==> config.mk <==
export PLATFORM = sky130hd
export DESIGN_NAME = z80_bus_arbiter
export DESIGN_NICKNAME = d
export VERILOG_FILES = /design/src/rtl/z80_bus_arbiter_pkg.sv /design/src/rtl/z80_bus_arbiter_bus_sync.sv /design/src/rtl/z80_bus_arbiter.sv
export SDC_FILE = /design/constraint.sdc
export NUM_CORES = 1
export LEC_CHECK = 0
export BUFFER_PORTS_ARGS = -buffer_cell sky130_fd_sc_hd__buf_4
export CORE_MARGIN = 5
export CORE_UTILIZATION = 50
export CTS_CLUSTER_SIZE = 12
export DETAILED_ROUTE_END_ITERATION = 12
export GPL_TIMING_DRIVEN = 0
export HOLD_SLACK_MARGIN = 0.15
export PLACE_DENSITY = 0.7
export SETUP_SLACK_MARGIN = 0.15
export SLEW_MARGIN = 20
export SYNTH_ARGS = -nofsm -noshare
export SYNTH_HDL_FRONTEND = slang
export SYNTH_SLANG_ARGS = --single-unit
export TNS_END_PERCENT = 10
==> constraint.sdc <==
create_clock -name clk -period 4.8 [get_ports clk]
set_input_delay 0 -clock clk [delete_from_list [all_inputs] [get_ports clk]]
set_output_delay 0 -clock clk [all_outputs]
set_load 0.1 [all_outputs]
==> src/rtl/z80_bus_arbiter_pkg.sv <==
// Shared encodings and helpers for the Z80 bus arbiter slice.
package z80_bus_arbiter_pkg;

   localparam int NUM_REQ = 2;
   localparam int HOLD_W  = 8;

   localparam logic [1:0] ST_IDLE    = 2'd0;
   localparam logic [1:0] ST_REQ     = 2'd1;
   localparam logic [1:0] ST_GRANT   = 2'd2;
   localparam logic [1:0] ST_RELEASE = 2'd3;

   typedef logic [NUM_REQ-1:0] req_vec_t;

   // With both eligible the last owner yields; otherwise the lone eligible one wins.
   function automatic logic pick_winner(req_vec_t elig, logic last);
      return (elig[0] && elig[1]) ? ~last : elig[1];
   endfunction

endpackage

==> src/rtl/z80_bus_arbiter_bus_sync.sv <==
// N-stage synchroniser for the asynchronous BUSAK line; idles high (deasserted).
module bus_sync #(
   parameter int STAGES = 2
) (
   input  logic clk,
   input  logic reset,
   input  logic d,
   output logic q
);

   logic [STAGES-1:0] sync_pipe;

   always_ff @(posedge clk) begin
      if (reset) sync_pipe <= '1;
      else       sync_pipe <= {sync_pipe[STAGES-2:0], d};
   end

   assign q = sync_pipe[STAGES-1];

endmodule

==> src/rtl/z80_bus_arbiter.sv <==
// Round-robin sharing of the Z80 bus between two requesters via BUSRQ/BUSAK,
// with a per-tenure hold watchdog, lockout and sticky timeout flags.
module z80_bus_arbiter
   import z80_bus_arbiter_pkg::*;
#(
   parameter int MAX_HOLD    = 255,
   parameter int SYNC_STAGES = 2
) (
   input  logic               clk,
   input  logic               reset,
   input  logic [NUM_REQ-1:0] req,
   output logic [NUM_REQ-1:0] gnt,
   output logic               busrq_n,
   input  logic               busak_n,
   output logic               owner,
   output logic               busy,
   output logic [NUM_REQ-1:0] err_to,
   input  logic [NUM_REQ-1:0] err_clr
);

   localparam logic [HOLD_W-1:0] HOLD_LAST = HOLD_W'(MAX_HOLD - 1);

   logic               ak_s;
   logic [1:0]         state, state_nx;
   logic [NUM_REQ-1:0] gnt_nx, lockout, lockout_nx, err_nx, to_set, elig;
   logic               busrq_nx, owner_nx;
   logic [HOLD_W-1:0]  hold_cnt, hold_nx;

   bus_sync #(.STAGES(SYNC_STAGES)) u_ak_sync (
      .clk   (clk),
      .reset (reset),
      .d     (busak_n),
      .q     (ak_s)
   );

   assign elig = req & ~lockout;
   assign busy = (state != ST_IDLE);

   always_comb begin
      state_nx = state;
      gnt_nx   = gnt;
      busrq_nx = busrq_n;
      owner_nx = owner;
      hold_nx  = hold_cnt;
      to_set   = '0;
      case (state)
         ST_IDLE: begin
            if (|elig) begin
               owner_nx = pick_winner(elig, owner);
               busrq_nx = 1'b0;
               state_nx = ST_REQ;
            end
         end
         ST_REQ: begin
            if (!ak_s) begin
               // A request withdrawn before BUSAK never sees a grant pulse.
               if (req[owner]) begin
                  gnt_nx        = '0;
                  gnt_nx[owner] = 1'b1;
                  hold_nx       = '0;
                  state_nx      = ST_GRANT;
               end else begin
                  busrq_nx = 1'b1;
                  state_nx = ST_RELEASE;
               end
            end
         end
         ST_GRANT: begin
            if (!req[owner]) begin
               gnt_nx   = '0;
               busrq_nx = 1'b1;
               state_nx = ST_RELEASE;
            end else if (hold_cnt == HOLD_LAST) begin
               gnt_nx        = '0;
               busrq_nx      = 1'b1;
               to_set[owner] = 1'b1;
               state_nx      = ST_RELEASE;
            end else begin
               hold_nx = hold_cnt + 1'b1;
            end
         end
         ST_RELEASE: begin
            gnt_nx   = '0;
            busrq_nx = 1'b1;
            if (ak_s) state_nx = ST_IDLE;
         end
         default: begin
            gnt_nx   = '0;
            busrq_nx = 1'b1;
            state_nx = ST_IDLE;
         end
      endcase
   end

   // Lockout persists until the requester drops req; a timeout set beats a clear.
   assign lockout_nx = (lockout | to_set) & req;
   assign err_nx     = (err_to & ~err_clr) | to_set;

   always_ff @(posedge clk) begin
      if (reset) begin
         state    <= ST_IDLE;
         gnt      <= '0;
         busrq_n  <= 1'b1;
         owner    <= 1'b1;
         err_to   <= '0;
         lockout  <= '0;
         hold_cnt <= '0;
      end else begin
         state    <= state_nx;
         gnt      <= gnt_nx;
         busrq_n  <= busrq_nx;
         owner    <= owner_nx;
         err_to   <= err_nx;
         lockout  <= lockout_nx;
         hold_cnt <= hold_nx;
      end
   end

endmodule

======== Word-level counts from Yosys, hierarchy flattened ========
Index checks and enable logic that the tools add are counted.
storage, ports and cells
  memory bits (writable) .................. 0
  output and inout port bits .............. 7
  word-level logic and storage cells ...... 74
  bits in registers ....................... 20
  bits in latches ......................... 0
  bits in read-only memories .............. 0
  memories ................................ 0
cells by class
  shifts and indexed selects .............. 0
  eq/ne operators ......................... 12
  multiplexer cells ....................... 31
  magnitude comparators ................... 2
  add/subtract/negate cells ............... 1
  multiply operators ...................... 0
  bitwise operators ....................... 8
  reduce and logical (&&, ||, !) cells .... 12
  divide/modulo/power cells ............... 0
operators with widths
  operator                                            count
  2-to-1 mux 8 bit                                    4
  2-to-1 mux 2 bit                                    12
  case mux 8 bit (2 select lines)                     1
  != test 2 bit, second input constant                6
  AND reduction 4 bit                                 3
  2-to-1 mux 1 bit                                    10
  adder 8 x 1 -> 8 bit, second input constant         1
  == test 8 bit, second input constant                1
  case mux 2 bit (4 select lines)                     1
  AND 2 bit                                           3
  case mux 2 bit (3 select lines)                     1
  AND reduction 5 bit                                 1
  == test 2 bit, second input constant                2
  inverter 2 bit                                      2
  bitwise OR 2 bit                                    2
  case mux 1 bit (4 select lines)                     1
  nonzero test 2 bit                                  2
  != test 3 bit, second input constant                1
  nonzero test 3 bit                                  1
  == test 2 x 1 -> 1 bit, second input constant       1
  logical AND 1 bit                                   2
  logical NOT 2 bit                                   1
  < comparator 1 x 2 -> 1 bit, second input constant  1
  != test 2 x 1 -> 1 bit, second input constant       1
  5 further kinds                                     5

======== Depth between registers and ports, before layout ========
Gate-level depths: netlist of run 1.
  word-level depth ........................ 9
  gate-level depth with buffers ........... 7

======== By module ========
From an unflattened synthesis of run 1, not the netlist that was laid out.
second synthesis, totals
  cell total of the unflattened synthesis .. 127
  area total of the unflattened synthesis .. 1107.3 um^2
by module, submodules not included
  module           cells an instance  area an instance (um^2)  seq. area each (um^2)  times used
  z80_bus_arbiter  123                1054.8                   360.3                  1
  bus_sync         4                  52.6                     40.0                   1

======== Worst setup path before layout of run 1 ========
Ideal clock, no wire load.
  kind .................................... reg-to-reg
  start ................................... register owner
  end ..................................... register hold_cnt[5]
  required time ........................... 4713 ps
  slack ................................... 2419 ps
  clock period less this slack ............ 2381 ps
  data arrival time ....................... 2294 ps
  buffers on the path ..................... 1
  stages on the path, launching flop included .. 6
  library setup time ...................... 87 ps
  cell sequence ........................... dfxtp_1 > buf_6 > mux2i_1 > a211o_4 > or4_4 > o31ai_1
between the ends
  word-level cells in the longest chain between the ends .. 4
  elaborated cells between the ends (all ways) .. 5
  those cells by class .................... eq/ne (2); mux (2); reduce/logical (1)
RTL lines
  what                                                    RTL line                                      source
  start: declaration                                      z80_bus_arbiter.sv:15                         output logic owner,
  start signal: assignment                                z80_bus_arbiter.sv:112                        owner <= owner_nx;
  2-to-1 mux 1 bit (not written as such) * (2 in series)  z80_bus_arbiter.sv:57, z80_bus_arbiter.sv:69
  != test 2 bit (no source line)                          -
  AND reduction 5 bit (no source line) *                  -
  end signal: assignment                                  z80_bus_arbiter.sv:115                        hold_cnt <= hold_nx;
  end: declaration                                        z80_bus_arbiter.sv:27                         logic [HOLD_W-1:0] hold_cnt, hold_nx;
Every way passes the cells marked *; elsewhere a longest branch is shown, timed or not. The select of a mux whose other input is x is not followed.
A chain may end at the register's enable or synchronous reset.

======== Final worst setup path of run 1 ========
  start ................................... register hold_cnt[0]
  end ..................................... register err_to[1]
between the ends
  word-level cells in the longest chain between the ends .. 5
RTL lines
  what                    RTL line                source
  == test 8 bit           z80_bus_arbiter.sv:73   end else if (hold_cnt == HOLD_LAST) begin
  2-to-1 mux 2 bit        z80_bus_arbiter.sv:73
  2-to-1 mux 2 bit        z80_bus_arbiter.sv:69   if (!req[owner]) begin
  2-to-1 mux 2 bit        z80_bus_arbiter.sv:46   case (state)
  bitwise OR 2 bit        z80_bus_arbiter.sv:97   assign err_nx = (err_to & ~err_clr) | to_set;
  end signal: assignment  z80_bus_arbiter.sv:113  err_to <= err_nx;
  end: declaration        z80_bus_arbiter.sv:17   output logic [NUM_REQ-1:0] err_to,
Every way passes these cells.

==> results.sh, run 1 <==
export IMPL_antenna_cells=0
export IMPL_drive_above_1_share_pct=22.1
export IMPL_cts_sinks=20
export IMPL_place_gp_congestion=0.815
export IMPL_ir_worst_vdd_v=0.000388
export IMPL_status="completed"
export IMPL_hp_start="busak_n"
export IMPL_syn_area_per_cell_um2=9.06
export IMPL_synth_top_cells_by_area="dfxtp_1, ha_1, a21oi_1, o311ai_0, inv_1"
export IMPL_fp_dieArea_mm2=0.00323
export IMPL_final_antenna_net_count=0
export IMPL_skew_ns=0.00258
export IMPL_wl_per_cell_um=14.1
export IMPL_crit_type="reg2reg"
export IMPL_grt_max_degree=12
export IMPL_synth_area_mm2=0.00110
export IMPL_p_sw_share_pct=47.2
export IMPL_period_share_pct=45.8
export IMPL_dr_pass1_iters=4
export IMPL_whs_path_depth=3
export IMPL_synth_top_area_share_pct=36.5
export IMPL_drc=0
export IMPL_grt_overflow_total=0
export IMPL_antenna_found_initial=0
export IMPL_initial_core_util_pct=51.0
export IMPL_muxShareOfSynthArea_pct=3.77
export IMPL_yosysUniqueCellTypes=42
export IMPL_ys_seq_elements=20
export IMPL_crit_path_start_kind="flop"
export IMPL_path_max_fanout=10
export IMPL_wl_um=2450
export IMPL_cp_end_kind="flop"
export IMPL_portBuffers=13
export IMPL_viasPerCell=5.83
export IMPL_p_leak_nw=0.551
export IMPL_drt_iter0_drc=15
export IMPL_synthFlopType="dfxtp_1"
export IMPL_holdPathEnd="u_ak_sync.sync_pipe[0]$_SDFF_PP1_"
export IMPL_synth_xor_area_share_pct=0
export IMPL_cts_resized=0
export IMPL_power_frac_seq_pct=30.7
export IMPL_power_switching_mw=0.312
export IMPL_cts_buffers=3
export IMPL_cts_tree="built"
export IMPL_rsz0062_at_grt="no"
export IMPL_rr_worst_depth=8
export IMPL_timing_fmax_mhz=454
export IMPL_required_ns=4.98
export IMPL_area_growth_pct=21.8
export IMPL_cts_buffer_depth=2
export IMPL_finalSetupViolCount=0
export IMPL_slew_viol_final=0
export IMPL_post_place_ws_ns=2.74
export IMPL_grtUsageTotal_pct=15.9
export IMPL_netlist_top_cell_by_area="dfxtp_1"
export IMPL_synth_most_common_cell="dfxtp_1"
export IMPL_grt_pass1_vias=924
export IMPL_async_reset_ff_share_pct=0
export IMPL_r2r_start="hold_cnt[0]$_SDFFE_PP0P_"
export IMPL_pwr_share_clk_pct=14.8
export IMPL_synth_compound_area_share_pct=24.7
export IMPL_pwr_share_comb_pct=54.6
export IMPL_synth_top_family_by_area="compound AO/OA/AOI/OAI gates"
export IMPL_insertion_delay_ns=0.30
export IMPL_ios=14
export IMPL_cap_viol_max_count=0
export IMPL_reg2reg_setup_slack_ns=2.60
export IMPL_die_height_um=56.8
export IMPL_synth_edf_count=0
export IMPL_clkTransAtPathRegs_ns=0.11
export IMPL_final_setup_worst_slack_ns=2.60
export IMPL_hold_viol=0
export IMPL_place_hpwl_um=1770
export IMPL_synthCells=121
export IMPL_rr_endpoint="err_to[1]$_SDFF_PP0_"
export IMPL_root_buffer="clkbuf_4"
export IMPL_seq_area_frac_synth_pct=36.5
export IMPL_worst_pin_slew_ns=0.701
export IMPL_grt_pass1_wl_um=4150
export IMPL_vias=1009
export IMPL_min_path_type="in2reg"
export IMPL_intPower_mw=0.349
export IMPL_syn_nets=134
export IMPL_crit_arrival_ns=2.38
export IMPL_h_tree_depth=1
export IMPL_finalWorstPathRequiredPeriod_ns=2.20
export IMPL_synthSimpleGateAreaFrac_pct=21.0
export IMPL_core_area_mm2=0.00215
export IMPL_rows=17
export IMPL_synth_warnings=0
export IMPL_power_density_mw_per_mm2=495
export IMPL_die_width_um=56.8
export IMPL_layout_nets=159
export IMPL_synth_fa_ha_area_share_pct=6.85
export IMPL_maxSlewHeadroom_pct=53.0
export IMPL_tns_ns=0
export IMPL_synthTopCellsByCount="dfxtp_1, inv_1, nand2_1"
==> metal layers <==
metal  global-route usage [%]  share of wire, %  vias to the layer above  routed length [um]
met2                     27.4                51                        7                1240
met4                     6.29               1.0                        0                  25
met5                        0                 0                        -                   0
li1                         -                 -                      501                   -
met3                     2.30               1.9                        4                  46
met1                     19.8                47                      497                1140
==> worst max-delay path: stages (launching register included) <==
cell and delay (ns):
dfxtp_1 0.39, inv_1 0.08, ha_1 0.19, and3_2 0.24, and3_1 0.23, buf_6 0.15, a32oi_1 0.19, dlygate4sd3_1 0.58
nor2_1 0.04
==> flip-flops by register name (all words and copies together), names as in the netlist <==
signal,flops
lockout,2
busrq_n,1
owner,1
err_to,2
hold_cnt,8
gnt,2
u_ak_sync.sync_pipe,2
state,2
==> stage by stage <==
step,power [mW],hold slack (ns),std cells,util [%],cell area (um^2)
after floorplan,0.492,0.101,121,-,1100
after global placement,0.555,0.191,162,57.2,1230
after detailed placement,0.564,0.192,162,57.2,1230
after CTS,0.667,0.412,173,62.1,1340
after global routing,0.705,0.429,173,62.1,1340
final,0.661,0.419,173,62.1,1340
==> how the worst max path moves through the flow <==
stage | slack, ns | from | endpoint
floorplan | 2.42 | owner$_SDFFE_PP1P_ | hold_cnt[5]$_SDFFE_PP0P_
global placement | 2.78 | hold_cnt[0]$_SDFFE_PP0P_ | hold_cnt[5]$_SDFFE_PP0P_
detailed placement | 2.74 | hold_cnt[0]$_SDFFE_PP0P_ | hold_cnt[5]$_SDFFE_PP0P_
CTS | 2.63 | hold_cnt[0]$_SDFFE_PP0P_ | err_to[1]$_SDFF_PP0_
global route | 2.50 | hold_cnt[0]$_SDFFE_PP0P_ | err_to[1]$_SDFF_PP0_
finish | 2.60 | hold_cnt[0]$_SDFFE_PP0P_ | err_to[1]$_SDFF_PP0_
==> cells in the final DEF (no fill, tap or decap), types with 3 or more instances in the layout <==
cell type / synthesis / routed
a211oi_1: 3 / 3
a21oi_1: 7 / 7
buf_4: 0 / 13
clkbuf_4: 0 / 3
dfxtp_1: 20 / 20
dlygate4sd3_1: 0 / 7
ha_1: 6 / 6
inv_1: 9 / 9
mux2i_1: 3 / 3
nand2_1: 8 / 8
nand2b_1: 3 / 3
nand3_1: 6 / 6
nor2_1: 5 / 5
o21ai_0: 6 / 6
o22ai_1: 3 / 3
o311ai_0: 4 / 4
==> power groups by stage <==
stage / logic [mW] / registers, mW / clock network [mW]
2_1_floorplan: 0.216 / 0.276 / 0
5_1_grt: 0.391 / 0.206 / 0.108
3_5_place_dp: 0.358 / 0.206 / 0
4_1_cts: 0.362 / 0.202 / 0.102
3_3_place_gp: 0.350 / 0.205 / 0
6_report: 0.361 / 0.203 / 0.0978
==> kinds of logic after synthesis <==
logic type / count (synthesis)
AND/OR/NAND/NOR: 40
AO/OA/AOI/OAI: 37
flip-flops: 20
buffers and inverters: 14
adder cells (fa/ha/maj): 6
multiplexers: 4
==> layout make-up <==
class	count	area, um^2
Multi-Input combinational cell	87	617
Inverter	9	33.8
Buffer	5	45.0
Tap cell	28	35.0
Timing Repair Buffer	20	168
Clock buffer	4	36.3
Sequential cell	20	400
Fill cell	195	813
==> repair_timing <==
item	in CTS	in global routing
buffers inserted	0	0
hold buffers	7	0
hold endpoints to repair	12	0
Note: power is estimated with default switching activity, not from simulation.
==> run 2: changes to the inputs <==
--- a/config.mk
+++ b/config.mk
@@ -12,7 +12,7 @@
 export DETAILED_ROUTE_END_ITERATION = 12
 export GPL_TIMING_DRIVEN = 0
 export HOLD_SLACK_MARGIN = 0.15
-export PLACE_DENSITY = 0.7
+export PLACE_DENSITY = 0.73
 export SETUP_SLACK_MARGIN = 0.15
 export SLEW_MARGIN = 20
 export SYNTH_ARGS = -nofsm -noshare
==> constraint.sdc (replaced) <==
create_clock -name clk -period 1.8 [get_ports clk]
set_input_delay 0 -clock clk [delete_from_list [all_inputs] [get_ports clk]]
set_output_delay 0 -clock clk [all_outputs]
set_load 0.1 [all_outputs]
==> run 2 against run 1 <==
Net effect: the flow now finishes with violations (negative setup slack); via count up 4.6%; cell area grew 10%; cell count increased by 2.3%; highest routed layer unchanged; register-to-register slack got worse by 2.6 ns; setup slack got worse by 2.6 ns; flip-flop and latch count unchanged; worst hold slack got worse by 0.0030 ns; clock skew grew 0.0028 ns; routed wire length grew 12%; non-clock buffer count grew 4; clock power increased to 2.8 times the previous value.
==> results.sh, run 2 (synthesis results as in run 1) <==
export IMPL_status="finished, violations left"
export IMPL_violations="negative setup slack"
export IMPL_required_ns=2.04
export IMPL_grt_pass1_vias=1021
export IMPL_skew_ns=0.00536
export IMPL_cts_buffers=3
export IMPL_total_power_mw=1.96
export IMPL_r2r_start="hold_cnt[0]$_SDFFE_PP0P_"
export IMPL_crit_path_cell_trace="inv_2 -> ha_4 -> and3_4 -> a211o_4 -> or4_4 -> o31ai_2"
export IMPL_utilization_pct=68.5
export IMPL_holdPathEnd="u_ak_sync.sync_pipe[0]$_SDFF_PP1_"
export IMPL_antenna_cells=0
export IMPL_antenna_found_initial=0
export IMPL_cts_sinks=20
export IMPL_ios=14
export IMPL_whs_path_depth=3
export IMPL_reg2reg_setup_slack_ns=-0.04
export IMPL_grt_max_degree=12
export IMPL_cts_buffer_depth=2
export IMPL_hold_viol=0
export IMPL_fin_hold_ws_ns=0.416
export IMPL_cts_tree="built"
export IMPL_rr_worst_depth=6
export IMPL_min_path_type="in2reg"
export IMPL_final_antenna_net_count=0
export IMPL_h_tree_depth=1
export IMPL_place_hpwl_um=1750
export IMPL_drc=0
export IMPL_wl_um=2750
export IMPL_wl_per_cell_um=15.5
export IMPL_root_buffer="clkbuf_4"
export IMPL_final_common_cell="buf_4"
export IMPL_grt_overflow_total=0
export IMPL_die_height_um=56.8
export IMPL_fp_dieArea_mm2=0.00323
export IMPL_crit_path_start_kind="flop"
export IMPL_cap_viol_max_count=0
export IMPL_grt_pass1_wl_um=4530
export IMPL_slew_viol_final=0
export IMPL_path_max_fanout=4
export IMPL_cpPeakStageDelay_ns=0.51
export IMPL_ir_worst_vdd_v=0.00181
export IMPL_rsz0062_at_grt="yes"
export IMPL_largest_register_ffs=8
export IMPL_place_gp_congestion=0.809
export IMPL_drt_iter0_drc=18
export IMPL_initial_core_util_pct=51.0
export IMPL_largest_register="hold_cnt"
export IMPL_period_share_pct=102
export IMPL_viasPerCell=5.96
export IMPL_final_setup_worst_slack_ns=-0.0357
export IMPL_crit_type="reg2reg"
export IMPL_timing_fmax_mhz=545
export IMPL_layout_nets=163
export IMPL_rr_endpoint="hold_cnt[5]$_SDFFE_PP0P_"
export IMPL_cp_slowest_cell="or4_4"
export IMPL_worst_pin_slew_ns=0.439
export IMPL_power_density_mw_per_mm2=1330
export IMPL_dr_pass1_iters=4
export IMPL_portBuffers=13
export IMPL_clkTransAtPathRegs_ns=0.12
export IMPL_grtUsageTotal_pct=17.5
export IMPL_cp_end_kind="flop"
export IMPL_vias=1055
export IMPL_die_width_um=56.8
export IMPL_finalWorstPathRequiredPeriod_ns=1.84
export IMPL_insertion_delay_ns=0.31
export IMPL_hp_start="busak_n"
export IMPL_layout_common_cells="buf_4, dfxtp_1, nand2_1, a21oi_1"
export IMPL_core_area_mm2=0.00215
export IMPL_drive_above_1_share_pct=36.2
export IMPL_area_growth_pct=34.4
export IMPL_finalSetupViolCount=5
export IMPL_rows=17
export IMPL_maxSlewHeadroom_pct=70.7
export IMPL_crit_arrival_ns=2.08
export IMPL_p_leak_nw=0.589
==> run 2: cell count changes in the layout (fill, tap and decap cells not counted), moves of 2 or more <==
cell,change
inv_1,-3
dfxtp_1,-4
dfxtp_4,+3
o311ai_0,-2
inv_2,+3
ha_1,-3
buf_4,+4
ha_4,+2
==> run 2: worst max path at each step <==
stage	from	to	slack (ns)	cells after the start
3_3_place_gp	hold_cnt[0]$_SDFFE_PP0P_	hold_cnt[5]$_SDFFE_PP0P_	-0.16	6
3_5_place_dp	hold_cnt[0]$_SDFFE_PP0P_	hold_cnt[5]$_SDFFE_PP0P_	-0.17	6
2_1_floorplan	owner$_SDFFE_PP1P_	hold_cnt[5]$_SDFFE_PP0P_	-0.07	5
4_1_cts	hold_cnt[0]$_SDFFE_PP0P_	hold_cnt[5]$_SDFFE_PP0P_	-0.04	6
6_report	hold_cnt[0]$_SDFFE_PP0P_	hold_cnt[5]$_SDFFE_PP0P_	-0.04	6
5_1_grt	state[0]$_SDFFE_PP0P_	hold_cnt[5]$_SDFFE_PP0P_	-0.08	7
==> run 2: power breakdown <==
| group | leakage [nW] | total (mW) | switching, mW | internal [mW] |
|---|---|---|---|---|
| logic | 0.404 | 1.13 | 0.731 | 0.395 |
| registers | 0.165 | 0.562 | 0.0462 | 0.516 |
| clock network | 0.0210 | 0.274 | 0.150 | 0.124 |
| total | 0.589 | 1.96 | 0.927 | 1.03 |
==> run 2: through the flow <==
| step | cells | instance area [um^2] | TNS (ns) | setup slack (ns) |
|---|---|---|---|---|
| after floorplan | 121 | 1100 | -0.0949 | -0.0715 |
| after global placement | 162 | 1240 | -0.336 | -0.159 |
| after detailed placement | 162 | 1240 | -0.420 | -0.169 |
| after CTS | 177 | 1410 | -0.0398 | -0.0398 |
| after global routing | 177 | 1470 | -0.300 | -0.0766 |
| final | 177 | 1470 | -0.0890 | -0.0357 |
==> run 2: per-layer routing <==
metal,up-vias,track usage (%),wire length (um)
met4,0,3.64,59
met2,38,31.2,1450
met5,-,0,0
met3,6,5.06,132
met1,494,20.5,1110
li1,517,-,-
==> run 2: area by class of cell <==
| class | instances | area (um^2) |
|---|---|---|
| Buffer | 5 | 46.3 |
| Clock buffer | 4 | 36.3 |
| Fill cell | 179 | 676 |
| Inverter | 9 | 33.8 |
| Multi-Input combinational cell | 87 | 701 |
| Sequential cell | 20 | 413 |
| Tap cell | 28 | 35.0 |
| Timing Repair Buffer | 24 | 208 |
==> run 2: repair_timing <==
action,in CTS,in global routing
hold buffers,6,0
resized for setup,12,12
setup endpoints to repair,12,12
setup buffers,5,0
pin swaps,4,1
endpoints found under the hold margin,12,0
==> run 2: critical path, delay by kind of cell, from the launching register on <==
kind                       cells  cell delay [ns]
DFF                            1             0.36
and+or+nand+nor                2             0.70
AOI/OAI and AO/OA              2             0.51
adders and majority gates      1             0.14
buffers and inverters          1             0.05
==> run 3: changes to the inputs <==
--- a/config.mk
+++ b/config.mk
@@ -14,7 +14,7 @@
 export HOLD_SLACK_MARGIN = 0.15
 export PLACE_DENSITY = 0.73
 export SETUP_SLACK_MARGIN = 0.15
-export SLEW_MARGIN = 20
+export SLEW_MARGIN = 15
 export SYNTH_ARGS = -nofsm -noshare
 export SYNTH_HDL_FRONTEND = slang
 export SYNTH_SLANG_ARGS = --single-unit
==> constraint.sdc (replaced) <==
create_clock -name clk -period 1.8 [get_ports clk]
set_input_delay 0 -clock clk [delete_from_list [all_inputs] [get_ports clk]]
set_output_delay 0 -clock clk [all_outputs]
set_load 0.05 [all_outputs]
==> run 3 against run 2 <==
Net effect: the flow still finishes with violations (negative setup slack); utilization increased by 0.58 points; critical endpoint unchanged; combinational power is 14% lower; sequential power shrank 3%; clock power grew 32%; setup slack improved by 0.0020 ns.
==> results.sh, run 3 (synthesis results as in run 1) <==
export IMPL_final_setup_worst_slack_ns=-0.0337
export IMPL_rsz0062_at_grt="yes"
export IMPL_crit_arrival_ns=2.06
export IMPL_finalSetupViolCount=2
export IMPL_path_max_fanout=9
export IMPL_hold_viol=0
export IMPL_rows=17
export IMPL_rr_endpoint="hold_cnt[5]$_SDFFE_PP0P_"
export IMPL_cts_sinks=20
export IMPL_stdcell_area_mm2=0.00149
export IMPL_layout_nets=166
export IMPL_layout_common_cells="buf_4, dfxtp_1, nand2_1, dlygate4sd3_1"
export IMPL_crit_path_start_kind="flop"
export IMPL_period_share_pct=102
export IMPL_final_antenna_net_count=0
export IMPL_core_area_mm2=0.00215
export IMPL_clkTransAtPathRegs_ns=0.11
export IMPL_hp_start="u_ak_sync.sync_pipe[0]$_SDFF_PP1_"
export IMPL_power_density_mw_per_mm2=1270
export IMPL_total_power_mw=1.88
export IMPL_status="finished, violations left"
export IMPL_wl_um=2720
export IMPL_rr_worst_depth=7
export IMPL_grt_max_degree=13
export IMPL_die_height_um=56.8
export IMPL_min_path_type="reg2reg"
export IMPL_cts_tree="built"
export IMPL_gr_max_usage_layer="met2"
export IMPL_grt_overflow_total=0
export IMPL_final_common_cell="buf_4"
export IMPL_ios=14
export IMPL_place_gp_congestion=0.830
export IMPL_area_growth_pct=35.5
export IMPL_grtUsageTotal_pct=17.1
export IMPL_dr_pass1_iters=4
export IMPL_largest_register_ffs=8
export IMPL_violations="negative setup slack"
export IMPL_ir_worst_vdd_v=0.00100
export IMPL_cp_end_kind="flop"
export IMPL_whs_path_depth=1
export IMPL_insertion_delay_ns=0.30
export IMPL_reg2reg_setup_slack_ns=-0.03
export IMPL_cap_viol_max_count=0
export IMPL_p_leak_nw=0.599
export IMPL_cts_buffer_depth=2
export IMPL_postPlaceCellArea_mm2=0.00124
export IMPL_initial_core_util_pct=51.0
export IMPL_die_width_um=56.8
export IMPL_grt_pass1_vias=1001
export IMPL_worst_pin_slew_ns=0.454
export IMPL_drive_above_1_share_pct=39.5
export IMPL_maxSlewHeadroom_pct=69.7
export IMPL_use_met1_pct=21.7
export IMPL_use_met2_pct=30.2
export IMPL_skew_ns=0.00483
export IMPL_slew_viol_final=0
export IMPL_crit_type="reg2reg"
export IMPL_required_ns=2.02
export IMPL_antenna_found_initial=0
export IMPL_place_hpwl_um=1740
export IMPL_drc=0
export IMPL_grt_pass1_wl_um=4530
export IMPL_fillers=175
export IMPL_timing_fmax_mhz=545
export IMPL_holdPathEnd="u_ak_sync.sync_pipe[1]$_SDFF_PP1_"
export IMPL_h_tree_depth=1
export IMPL_r2r_start="state[0]$_SDFFE_PP0P_"
export IMPL_drt_iter0_drc=21
export IMPL_portBuffers=13
export IMPL_cts_buffers=3
export IMPL_antenna_cells=0
export IMPL_wl_per_cell_um=15.1
export IMPL_finalWorstPathRequiredPeriod_ns=1.83
export IMPL_viasPerCell=5.96
export IMPL_root_buffer="clkbuf_4"
export IMPL_fp_dieArea_mm2=0.00323
export IMPL_largest_register="hold_cnt"
export IMPL_grtUsageMet3_pct=2.30
export IMPL_vias=1073
==> run 3: cell count changes in the layout (fill, tap and decap cells not counted), sizes merged <==
cell | previous run | this run
buf | 22 | 24
bufinv | 0 | 1
clkbuf | 5 | 4
dlygate4sd3 | 6 | 7
==> run 3: per-stage QoR <==
stage | util (%) | hold WS (ns) | TNS [ns] | cells | setup WS, ns
2_1_floorplan | - | 0.101 | -0.0596 | 121 | -0.0596
3_3_place_gp | 57.6 | 0.192 | -0.257 | 162 | -0.148
3_5_place_dp | 57.6 | 0.191 | -0.452 | 162 | -0.203
4_1_cts | 65.1 | -0.0774 | -0.258 | 176 | -0.0974
5_1_grt | 69.1 | 0.439 | -0.403 | 180 | -0.110
6_report | 69.1 | 0.420 | -0.0445 | 180 | -0.0337
==> run 3: report_power, final <==
part           internal [mW]  total (mW)  switching (mW)
sequential             0.508       0.547          0.0393
clock                  0.225       0.363           0.138
combinational          0.401       0.974           0.573
total                   1.13        1.88           0.750
==> run 3: layout make-up <==
type,instances,area [um^2],share of cell area [%]
Sequential cell,20,409,27.5
Inverter,9,33.8,2.27
Tap cell,28,35.0,2.36
Clock buffer,3,22.5,1.52
Clock inverter,1,30.0,2.02
Buffer,5,46.3,3.12
Multi-Input combinational cell,87,688,46.3
Timing Repair Buffer,27,220,14.8
==> run 3: how the worst max path moves through the flow <==
stage                                        start                        to  slack, ns  cells past startpoint
after floorplan           hold_cnt[0]$_SDFFE_PP0P_  hold_cnt[5]$_SDFFE_PP0P_      -0.06                      6
after global placement       state[0]$_SDFFE_PP0P_  hold_cnt[5]$_SDFFE_PP0P_      -0.15                      7
after detailed placement     state[0]$_SDFFE_PP0P_  hold_cnt[5]$_SDFFE_PP0P_      -0.20                      7
after CTS                 hold_cnt[0]$_SDFFE_PP0P_  hold_cnt[5]$_SDFFE_PP0P_       -0.1                      6
after global routing      hold_cnt[0]$_SDFFE_PP0P_  hold_cnt[5]$_SDFFE_PP0P_      -0.11                      6
final                        state[0]$_SDFFE_PP0P_  hold_cnt[5]$_SDFFE_PP0P_      -0.03                      7
==> run 3: metal layers <==
metal / share of wire (%) / vias to the layer above
met1: 43 / 516
met3: 3.9 / 4
met2: 52 / 36
li1: - / 517
met5: 0 / -
met4: 1.4 / 0
==> run 3: critical path: stages, from the launching register on <==
cell and delay (ns):
dfxtp_2 0.35, inv_2 0.08, ha_2 0.19, buf_8 0.12, inv_2 0.06, a211o_4 0.27, or4_4 0.51, o31ai_2 0.18
==> run 3: repair_timing <==
| action | CTS | global route |
|---|---|---|
| hold buffers | 6 | 1 |
| setup buffers | 4 | 3 |
| resized for setup | 9 | 17 |
| pin swaps | 4 | 6 |
| endpoints found under the setup margin | 11 | 16 |
| hold endpoints to repair | 12 | 5 |
